--- config.mk ---
export PLATFORM = sky130hd
export DESIGN_NAME = kbd_event_encoder_flat
export DESIGN_NICKNAME = d
export VERILOG_FILES = /design/src/rtl/kbd_event_if.sv /design/src/rtl/kbd_event_encoder.sv /design/src/flat_wrapper.sv
export SDC_FILE = /design/constraint.sdc
export NUM_CORES = 1
export LEC_CHECK = 0
export BUFFER_PORTS_ARGS = -buffer_cell sky130_fd_sc_hd__buf_4
export CAP_MARGIN = 10
export CORE_UTILIZATION = 50
export DETAILED_ROUTE_END_ITERATION = 16
export PLACE_DENSITY = 0.65
export REMOVE_ABC_BUFFERS = 1
export SETUP_SLACK_MARGIN = 0.3
export SLEW_MARGIN = 40
export SYNTH_ARGS = -nofsm -noshare
export SYNTH_HDL_FRONTEND = slang
export SYNTH_SLANG_ARGS = --single-unit
--- constraint.sdc ---
create_clock -name clk -period 3.25 [get_ports clk]
set_input_delay 0.325 -clock clk [delete_from_list [all_inputs] [get_ports clk]]
set_output_delay 0.325 -clock clk [all_outputs]
set_load 0.01 [all_outputs]
--- src/rtl/kbd_event_if.sv ---
// Snapshot and event bus between the matrix scanner, the key event encoder and the CPU-side
// register block. The master is the scanner/CPU side; the slave is the encoder.
interface kbd_event_if #(
  parameter int unsigned NUM_ROWS   = 9,
  parameter int unsigned FIFO_DEPTH = 16
);
  logic                          col_valid;
  logic                          col_ready;
  logic [3:0]                    col_idx;
  logic [NUM_ROWS-1:0]           row_bits;
  logic                          evt_valid;
  logic                          evt_ready;
  logic [8:0]                    evt_data;
  logic [$clog2(FIFO_DEPTH):0]   evt_count;
  logic                          overflow;
  logic                          ovf_clr;
  logic                          key_any;

  modport master (
    output col_valid, col_idx, row_bits, evt_ready, ovf_clr,
    input  col_ready, evt_valid, evt_data, evt_count, overflow, key_any
  );

  modport slave (
    input  col_valid, col_idx, row_bits, evt_ready, ovf_clr,
    output col_ready, evt_valid, evt_data, evt_count, overflow, key_any
  );
endinterface

--- src/rtl/kbd_event_encoder.sv ---
// Per-key debounce of column snapshots from the matrix scanner; debounced state changes are
// queued as press/release events in a small FIFO for the CPU side.
module kbd_event_encoder #(
  parameter int unsigned NUM_ROWS   = 9,
  parameter int unsigned NUM_COLS   = 10,
  parameter int unsigned DEBOUNCE   = 3,
  parameter int unsigned FIFO_DEPTH = 16
) (
  input logic          clk,
  input logic          rst,
  kbd_event_if.slave   bus
);
  localparam int unsigned AW = $clog2(FIFO_DEPTH);
  localparam int unsigned CW = AW + 1;

  localparam logic [1:0] StIdle   = 2'd0;
  localparam logic [1:0] StUpdate = 2'd1;
  localparam logic [1:0] StEmit   = 2'd2;

  localparam logic [3:0]          DebLimit = 4'(DEBOUNCE);
  localparam logic [NUM_ROWS-1:0] RowOne   = NUM_ROWS'(1);

  logic [1:0]                        state_q, state_d;
  logic [3:0]                        col_q;
  logic [NUM_ROWS-1:0]               row_q;
  logic [NUM_ROWS-1:0]               mask_q, mask_d;
  logic [NUM_COLS-1:0][NUM_ROWS-1:0] stable_q, stable_d;
  logic [3:0]                        cnt_q [NUM_COLS][NUM_ROWS];
  logic [3:0]                        cnt_d [NUM_COLS][NUM_ROWS];
  logic                              key_any_q;

  logic [8:0]    mem_q [FIFO_DEPTH];
  logic [AW-1:0] wr_ptr_q, rd_ptr_q;
  logic [CW-1:0] count_q, count_d;
  logic          overflow_q;

  logic          accept;
  logic          push_req, push, pop, full, ovf_set;
  logic [8:0]    push_data;
  logic [3:0]    low_idx;
  logic          low_press;

  assign accept = (state_q == StIdle) && bus.col_valid;

  always_comb begin
    state_d   = state_q;
    mask_d    = mask_q;
    stable_d  = stable_q;
    cnt_d     = cnt_q;
    push_req  = 1'b0;
    push_data = '0;
    low_idx   = '0;
    low_press = 1'b0;

    // Descending scan leaves the lowest pending row selected; its raw bit is the new state.
    for (int r = NUM_ROWS - 1; r >= 0; r--) begin
      if (mask_q[r]) begin
        low_idx   = 4'(r);
        low_press = row_q[r];
      end
    end

    unique case (state_q)
      StIdle: begin
        if (bus.col_valid) state_d = StUpdate;
      end
      StUpdate: begin
        mask_d = '0;
        // Out-of-range column indices match no column and leave all state untouched.
        for (int c = 0; c < NUM_COLS; c++) begin
          if (col_q == 4'(c)) begin
            for (int r = 0; r < NUM_ROWS; r++) begin
              if (row_q[r] == stable_q[c][r]) begin
                cnt_d[c][r] = '0;
              end else if (cnt_q[c][r] + 4'd1 == DebLimit) begin
                stable_d[c][r] = row_q[r];
                cnt_d[c][r]    = '0;
                mask_d[r]      = 1'b1;
              end else begin
                cnt_d[c][r] = cnt_q[c][r] + 4'd1;
              end
            end
          end
        end
        state_d = (mask_d != '0) ? StEmit : StIdle;
      end
      StEmit: begin
        push_req  = 1'b1;
        push_data = {low_press, low_idx, col_q};
        mask_d    = mask_q & (mask_q - RowOne);
        if (mask_d == '0) state_d = StIdle;
      end
      default: state_d = StIdle;
    endcase
  end

  // A full FIFO still takes the push when the head leaves in the same cycle.
  assign full    = (count_q == CW'(FIFO_DEPTH));
  assign pop     = (count_q != '0) && bus.evt_ready;
  assign push    = push_req && (!full || pop);
  assign ovf_set = push_req && full && !pop;
  assign count_d = count_q + CW'(push) - CW'(pop);

  always_ff @(posedge clk) begin
    if (rst) begin
      state_q    <= StIdle;
      col_q      <= '0;
      row_q      <= '0;
      mask_q     <= '0;
      stable_q   <= '0;
      cnt_q      <= '{default: '0};
      key_any_q  <= 1'b0;
      wr_ptr_q   <= '0;
      rd_ptr_q   <= '0;
      count_q    <= '0;
      overflow_q <= 1'b0;
    end else begin
      state_q   <= state_d;
      mask_q    <= mask_d;
      stable_q  <= stable_d;
      cnt_q     <= cnt_d;
      key_any_q <= |stable_d;
      if (accept) begin
        col_q <= bus.col_idx;
        row_q <= bus.row_bits;
      end
      if (push) wr_ptr_q <= wr_ptr_q + AW'(1);
      if (pop)  rd_ptr_q <= rd_ptr_q + AW'(1);
      count_q <= count_d;
      if (ovf_set)          overflow_q <= 1'b1;
      else if (bus.ovf_clr) overflow_q <= 1'b0;
    end
  end

  always_ff @(posedge clk) begin
    if (!rst && push) mem_q[wr_ptr_q] <= push_data;
  end

  assign bus.col_ready = (state_q == StIdle);
  assign bus.evt_valid = (count_q != '0);
  assign bus.evt_data  = mem_q[rd_ptr_q];
  assign bus.evt_count = count_q;
  assign bus.overflow  = overflow_q;
  assign bus.key_any   = key_any_q;

endmodule
--- src/flat_wrapper.sv ---
// flat-port wrapper written by rule: the top's interface ports become plain ports
module kbd_event_encoder_flat 
#(
  parameter int unsigned NUM_ROWS   = 9,
  parameter int unsigned NUM_COLS   = 10,
  parameter int unsigned DEBOUNCE   = 3,
  parameter int unsigned FIFO_DEPTH = 16
)
  (clk, rst, bus_col_valid, bus_col_idx, bus_row_bits, bus_evt_ready, bus_ovf_clr, bus_col_ready, bus_evt_valid, bus_evt_data, bus_evt_count, bus_overflow, bus_key_any);
  kbd_event_if #(.NUM_ROWS(NUM_ROWS), .FIFO_DEPTH(FIFO_DEPTH)) bus_i ();
  input logic clk;
  input logic rst;
  input wire logic [$bits(bus_i.col_valid)-1:0] bus_col_valid;
  input wire logic [$bits(bus_i.col_idx)-1:0] bus_col_idx;
  input wire logic [$bits(bus_i.row_bits)-1:0] bus_row_bits;
  input wire logic [$bits(bus_i.evt_ready)-1:0] bus_evt_ready;
  input wire logic [$bits(bus_i.ovf_clr)-1:0] bus_ovf_clr;
  output wire logic [$bits(bus_i.col_ready)-1:0] bus_col_ready;
  output wire logic [$bits(bus_i.evt_valid)-1:0] bus_evt_valid;
  output wire logic [$bits(bus_i.evt_data)-1:0] bus_evt_data;
  output wire logic [$bits(bus_i.evt_count)-1:0] bus_evt_count;
  output wire logic [$bits(bus_i.overflow)-1:0] bus_overflow;
  output wire logic [$bits(bus_i.key_any)-1:0] bus_key_any;
  assign bus_i.col_valid = bus_col_valid;
  assign bus_i.col_idx = bus_col_idx;
  assign bus_i.row_bits = bus_row_bits;
  assign bus_i.evt_ready = bus_evt_ready;
  assign bus_i.ovf_clr = bus_ovf_clr;
  assign bus_col_ready = bus_i.col_ready;
  assign bus_evt_valid = bus_i.evt_valid;
  assign bus_evt_data = bus_i.evt_data;
  assign bus_evt_count = bus_i.evt_count;
  assign bus_overflow = bus_i.overflow;
  assign bus_key_any = bus_i.key_any;
  kbd_event_encoder #(.NUM_ROWS(NUM_ROWS), .NUM_COLS(NUM_COLS), .DEBOUNCE(DEBOUNCE), .FIFO_DEPTH(FIFO_DEPTH)) u_core (.clk(clk), .rst(rst), .bus(bus_i));
endmodule
==> results of run 1 <==
[stage by stage]
step	setup TNS, ps	cells	hold slack, ps	util (%)
4_1_cts	0	5029	16.5	57.8
6_report	0	5032	22.8	57.9
2_1_floorplan	0	3737	392	-
5_1_grt	0	5032	24.7	57.9
3_3_place_gp	-3.12	4881	481	53.8
3_5_place_dp	-22.5	4881	491	53.8
[cells in the final DEF, fill, tap and decap left out, types with 42 or more instances in the layout]
cell,instances
mux4_2,45
xor2_1,44
xnor2_1,92
clkbuf_16,71
ha_1,192
nor3_1,185
nor2_1,546
a21oi_1,305
nand4_1,42
a21boi_0,62
nor4_1,64
o21ai_0,243
mux2i_1,79
edfxtp_1,144
buf_4,209
or4_1,66
nand2_1,191
dfxtp_1,481
nor2b_1,43
inv_1,136
nor4b_1,64
nand3_1,136
a22oi_1,116
[report_power, final]
part	total, mW	switching, mW	internal, mW
registers	8.24	0.115	8.12
clock network	8.16	3.42	4.74
logic	1.92	1.05	0.872
total	18.3	4.58	13.7
[cell type report]
cell class | instances | area, sq um | share of cell area, %
multi-input cells | 2962 | 19500 | 49.1
well taps | 931 | 1160 | 2.93
repair buffers | 241 | 2030 | 5.10
inverters | 138 | 518 | 1.30
flip-flops and latches | 637 | 14200 | 35.7
clock inverters | 26 | 393 | 0.987
clock buffers | 97 | 1950 | 4.91
[logic make-up after synthesis]
logic type	share of synthesized area, %
XOR/XNOR	3.45
AO/OA/AOI/OAI	16.1
adder cells (fa/ha/maj)	7.09
buffers and inverters	3.59
flip-flops	40.8
AND/OR/NAND/NOR	23.7
multiplexers	5.34
[worst reg2reg max path, stage by stage (launching register included)]
cell and delay (ps):
dfxtp_2 330, inv_2 70, ha_4 160, or3b_4 430, buf_6 150, or4_1 380
o21ai_1 110, mux2i_1 300, nand3_1 100, or4_1 460, nor4_4 290, a41oi_1 130
[sequential cells by signal (all words and copies together) (netlist names), named ones only]
signal,flops
u_core.rd_ptr_q,4
u_core.wr_ptr_q,4
u_core.stable_q,90
u_core.mask_q,9
u_core.bus.overflow,1
u_core.row_q,9
u_core.bus.evt_count,5
u_core.state_q,2
u_core.bus.key_any,1
u_core.col_q,4
u_core.mem_q,144
u_core.cnt_q,360
[metal layers]
layer  GRT usage, %  wire [um]
met5              0          0
met4           10.1       3510
met3           4.33       5500
met2           44.2      45400
met1           34.5      41900
[what timing repair did]
item,4_1_cts,5_1_grt
gates cloned,0,1
setup endpoints to repair,1,3
endpoints found under the hold margin,10,0
hold buffers,10,0
pin swaps,13,6
resized for setup,42,9
buffers inserted,15,2
[final timing paths]
check | from | to | slack, ps | cells past startpoint
worst min-delay path | bus_col_idx[2] | u_core.col_q[2]$_SDFFE_PP0P_ | 20 | 3
worst max register to register | u_core.state_q[1]$_SDFFE_PP0P_ | u_core.bus.key_any$_SDFF_PP0_ | 160 | 11
worst min register to register | u_core.cnt_q[59]$_SDFFE_PP0P_ | u_core.cnt_q[59]$_SDFFE_PP0P_ | 500 | 2
worst max-delay path | u_core.state_q[1]$_SDFFE_PP0P_ | u_core.bus.key_any$_SDFF_PP0_ | 160 | 11
==> flow_metrics.env, run 1 <==
export IMPL_grt_pass1_vias=26603
export IMPL_period_minus_slack_ps=3090
export IMPL_place_area_sq_um=37000
export IMPL_synth_commonest_cells="547 x nor2_1, 493 x dfxtp_1, 305 x a21oi_1"
export IMPL_synth_most_common_cell="nor2_1"
export IMPL_crit_chain="inv_2 -> ha_4 -> or3b_4 -> buf_6 -> or4_1 -> o21ai_1 -> mux2i_1 -> nand3_1 -> or4_1 -> nor4_4 -> a41oi_1"
export IMPL_area_growth_pct=14.4
export IMPL_ys_seq_area_share_pct=40.8
export IMPL_synth_edf_count=144
export IMPL_dieArea_sq_um=70600
export IMPL_n_fill_cell=6167
export IMPL_final_antenna_net_count=0
export IMPL_relSlewSlack_pct=44.5
export IMPL_ys_async_sr_fraction_pct=0
export IMPL_vias=29952
export IMPL_endpoint_kind="flop"
export IMPL_status="complete, no violations"
export IMPL_rows=96
export IMPL_power_leakage_nw=14.2
export IMPL_startpoint_type="flop"
export IMPL_grt_max_degree=124
export IMPL_grt_setup_unrepaired="true"
export IMPL_avgSynthCellArea_sq_um=8.86
export IMPL_drt_iter0_markers=2475
export IMPL_critPathMaxStageDelay_ps=460
export IMPL_diodes=0
export IMPL_wl_per_cell_um=19.1
export IMPL_place_hpwl_um=68100
export IMPL_cts_tree="built"
export IMPL_first_pass_iters=6
export IMPL_gr_total_overflow=0
export IMPL_worstPathBufferInverterCount=2
export IMPL_yosys_top_cells_area="dfxtp_1 28%, edfxtp_1 12%, ha_1 7.0%, nor2_1 5.9%, a21oi_1 4.4%"
export IMPL_port_buffers=35
export IMPL_worst_pin_slew_ps=822
export IMPL_drt_wl_total_um=96300
export IMPL_power_density_nw_per_um2=460
export IMPL_synth_top_cell_area_share_pct=28.4
export IMPL_netlist_instances=3926
export IMPL_clock_sinks=637
export IMPL_power_mw=18.3
export IMPL_clock_fmax_mhz=324
export IMPL_hp_class="primary input to flop"
export IMPL_viasPerCell=5.95
export IMPL_ys_seq_elements=637
export IMPL_finalMaxSlewViolations=0
export IMPL_crit_type="flop to flop"
export IMPL_yosys_area_top_type="dfxtp_1"
export IMPL_initial_utilization_pct=50.6
export IMPL_die_y_um=266
export IMPL_setup_viol=0
export IMPL_crit_path_max_fanout=4
export IMPL_htree_levels=3
export IMPL_path_common_cell="or4_1"
export IMPL_required_ps=3710
export IMPL_arrival_ps=3550
export IMPL_min_period_over_period_pct=95.0
export IMPL_fin_area_sq_um=39800
export IMPL_ys_flop_type="dfxtp_1"
export IMPL_io_pins=36
export IMPL_fp_coreArea_sq_um=68700
export IMPL_pre_cts_slack_ps=-22.5
export IMPL_gp_congestion=0.972
export IMPL_maxCapViolations=0
export IMPL_synth_cell_types=81
export IMPL_cts_buffers=70
export IMPL_cpMaxStageDelayCell="or4_1"
export IMPL_grt_pass1_wl_um=149000
export IMPL_hold_viol_final=0
export IMPL_synth_warnings=0
export IMPL_cp_top_family="simple AND/OR/NAND/NOR gates"
export IMPL_grt_usage_pct=26.5
export IMPL_drive_above_1_share_pct=11.4
export IMPL_synth_area_sq_um=34800
export IMPL_clk_pin_slew_ps=70
export IMPL_cts_root_buffer="clkbuf_16"
export IMPL_finalNetCount=4263
export IMPL_setup_slack_ps=164
export IMPL_drc=0
export IMPL_irDropWorstVdd_v=0.000422
export IMPL_clock_latency_ps=640
export IMPL_antenna_found_initial=0
export IMPL_cts_buffer_depth=3
export IMPL_die_w_um=266
export IMPL_fin_skew_ps=38.6
(Power assumes the default switching activity.)
==> run 2, diff against run 1 <==
--- a/config.mk
+++ b/config.mk
@@ -7,9 +7,11 @@
 export LEC_CHECK = 0
 export BUFFER_PORTS_ARGS = -buffer_cell sky130_fd_sc_hd__buf_4
 export CAP_MARGIN = 10
-export CORE_UTILIZATION = 50
+export CELL_PAD_IN_SITES_DETAIL_PLACEMENT = 1
+export CELL_PAD_IN_SITES_GLOBAL_PLACEMENT = 2
+export CORE_UTILIZATION = 41
 export DETAILED_ROUTE_END_ITERATION = 16
-export PLACE_DENSITY = 0.65
+export PLACE_DENSITY_LB_ADDON = 0.1
 export REMOVE_ABC_BUFFERS = 1
 export SETUP_SLACK_MARGIN = 0.3
 export SLEW_MARGIN = 40
==> run 2 against run 1 <==
Worst setup slack got worse by 140 ps. Via count rose by 3.3%. Wire length rose by 21%. Clock power rose by 8.2%. Total power rose by 4.0%. Global-route usage rose by 0.22 points. Die area rose by 22%. Worst hold slack improved by 32 ps. Sequential power barely moved. Critical path depth did not move. Clock skew rose by 1.8 ps. Register-to-register slack got worse by 140 ps.
==> flow_metrics.env, run 2 (same netlist as run 1, synthesis figures left out) <==
export IMPL_status="complete, no violations"
export IMPL_timing_rr_start="u_core.state_q[1]$_SDFFE_PP0P_"
export IMPL_area_growth_pct=15.9
export IMPL_grt_pass1_wl_um=181000
export IMPL_startpoint_type="flop"
export IMPL_final_antenna_net_count=0
export IMPL_cts_root_buffer="clkbuf_16"
export IMPL_drt_iter0_markers=1806
export IMPL_io_pins=36
export IMPL_min_path_cells=4
export IMPL_crit_type="flop to flop"
export IMPL_grt_pass1_vias=31379
export IMPL_seqPwrFrac_pct=43.3
export IMPL_grt_max_degree=113
export IMPL_comb_power_share_pct=10.3
export IMPL_clock_latency_ps=660
export IMPL_finalMaxSlewViolations=0
export IMPL_power_density_nw_per_um2=472
export IMPL_htree_levels=3
export IMPL_crit_path_max_fanout=11
export IMPL_cts_buffer_depth=3
export IMPL_utilization_pct=48.1
export IMPL_initial_utilization_pct=41.5
export IMPL_clock_sinks=637
export IMPL_layout_common_cells="546 x nor2_1, 489 x dfxtp_1, 305 x a21oi_1, 245 x o21ai_0, 223 x buf_4"
export IMPL_antenna_found_initial=3
export IMPL_pwr_share_clk_pct=46.4
export IMPL_final_common_cell="nor2_1"
export IMPL_first_pass_iters=5
export IMPL_clock_fmax_mhz=310
export IMPL_hp_start="bus_ovf_clr"
export IMPL_worstPathBufferInverterCount=2
export IMPL_drc=0
export IMPL_largest_reg_flops=360
export IMPL_endpoint_kind="flop"
export IMPL_clk_pin_slew_ps=60
export IMPL_critPathMaxStageDelay_ps=560
export IMPL_power_internal_mw=14.1
export IMPL_reg_largest_list="u_core.cnt_q (360), u_core.mem_q (144), u_core.stable_q (90)"
export IMPL_cts_buffers=76
export IMPL_setup_slack_ps=28.1
export IMPL_port_buffers=35
export IMPL_grt_usage_pct=26.8
export IMPL_crit_chain="inv_1 -> ha_4 -> nand3b_1 -> buf_6 -> or3_1 -> o22ai_1 -> mux2i_1 -> o21ai_0 -> or4_1 -> nor4_2 -> a41oi_1"
export IMPL_gr_total_overflow=0
export IMPL_fp_coreArea_sq_um=83800
export IMPL_gp_congestion=0.940
export IMPL_cp_top_family="simple AND/OR/NAND/NOR gates"
export IMPL_n_fill_cell=9698
export IMPL_place_area_sq_um=37400
export IMPL_dieArea_sq_um=86000
export IMPL_drt_wl_total_um=117000
export IMPL_viasPerCell=5.89
export IMPL_finalNetCount=4278
export IMPL_fin_skew_ps=40.5
export IMPL_arrival_ps=3690
export IMPL_vias=30931
export IMPL_wl_per_cell_um=22.2
export IMPL_p_sw_mw=4.92
export IMPL_relSlewSlack_pct=42.2
export IMPL_place_hpwl_um=85600
export IMPL_cpMaxStageDelayCell="or4_1"
export IMPL_diodes=0
export IMPL_pre_cts_slack_ps=-186
export IMPL_p_sw_share_pct=25.9
export IMPL_hp_class="primary input to flop"
export IMPL_irDropWorstVdd_v=0.000545
export IMPL_required_ps=3720
export IMPL_grt_setup_unrepaired="true"
export IMPL_regMostFlops="u_core.cnt_q"
export IMPL_drive_above_1_share_pct=11.5
export IMPL_hold_viol_final=0
export IMPL_rows=106
export IMPL_worstSetupStartpoint="u_core.state_q[1]$_SDFFE_PP0P_"
export IMPL_period_minus_slack_ps=3220
export IMPL_power_leakage_nw=14.4
export IMPL_r2r_cells=11
export IMPL_die_y_um=293
export IMPL_maxCapViolations=0
export IMPL_worst_pin_slew_ps=860
export IMPL_die_w_um=293
export IMPL_setup_viol=0
export IMPL_min_period_over_period_pct=99.1
export IMPL_fin_area_sq_um=40300
export IMPL_cts_tree="built"
export IMPL_path_depth=11
## run 2: cell types whose count changed in the layout (fill, tap and decap cells not counted), sizes merged
cell      previous run  this run
inv                139       138
bufinv               6         5
buf                230       240
clkbuf              98       108
clkinvlp             0         2
## run 2: tightest hold or removal path, cell delays in order
cell	delay, ps
buf_4	70
nand2b_1	90
o41a_1	130
nor2_1	30
## run 2: routing by layer
| metal | up-vias | wire [um] | global-route usage (%) |
|---|---|---|---|
| met3 | 153 | 4250 | 3.31 |
| met4 | 0 | 2930 | 7.71 |
| met2 | 509 | 59200 | 48.2 |
| met1 | 15578 | 50300 | 33.3 |
| met5 | - | 0 | 0 |
| li1 | 14691 | - | - |
## run 2: power by group through the flow
stage / Combinational [mW] / Clock [mW] / Sequential (mW)
final: 1.97 / 8.83 / 8.24
after floorplan: 0.939 / 0 / 8.53
after global placement: 1.88 / 0 / 8.40
after detailed placement: 1.94 / 0 / 8.40
after global routing: 2.15 / 9.37 / 8.25
after CTS: 1.99 / 9.04 / 8.24
## run 2: final cells by class
cell class	instances	area (sq um)	area share, %
well taps	1134	1420	3.52
multi-input cells	2962	19500	48.4
repair buffers	250	2080	5.16
clock inverters	26	429	1.06
clock buffers	108	2170	5.38
inverters	138	518	1.29
flip-flops and latches	637	14200	35.2
## run 2: worst paths after layout
path                                            to  slack [ps]
hold / removal    u_core.bus.overflow$_SDFFE_PP0P_          50
setup / recovery     u_core.bus.key_any$_SDFF_PP0_          30
hold reg to reg      u_core.cnt_q[63]$_SDFFE_PP0P_         510
setup reg to reg     u_core.bus.key_any$_SDFF_PP0_          30
## run 2: repair_timing
action,4_1_cts,5_1_grt
buffers inserted,1,1
hold buffers,10,0
resized for setup,19,8
setup endpoints to repair,10,5
pin swaps,2,0
endpoints found under the hold margin,10,0
## run 2: stage by stage
| stage | TNS (ps) | instances | power [mW] | hold slack [ps] |
|---|---|---|---|---|
| floorplan | 0 | 3737 | 9.47 | 392 |
| global placement | -336 | 5109 | 10.3 | 476 |
| detailed placement | -186 | 5109 | 10.3 | 494 |
| CTS | 0 | 5254 | 19.3 | 34.4 |
| global route | -73.9 | 5255 | 19.8 | 68.1 |
| finish | 0 | 5255 | 19.0 | 54.7 |
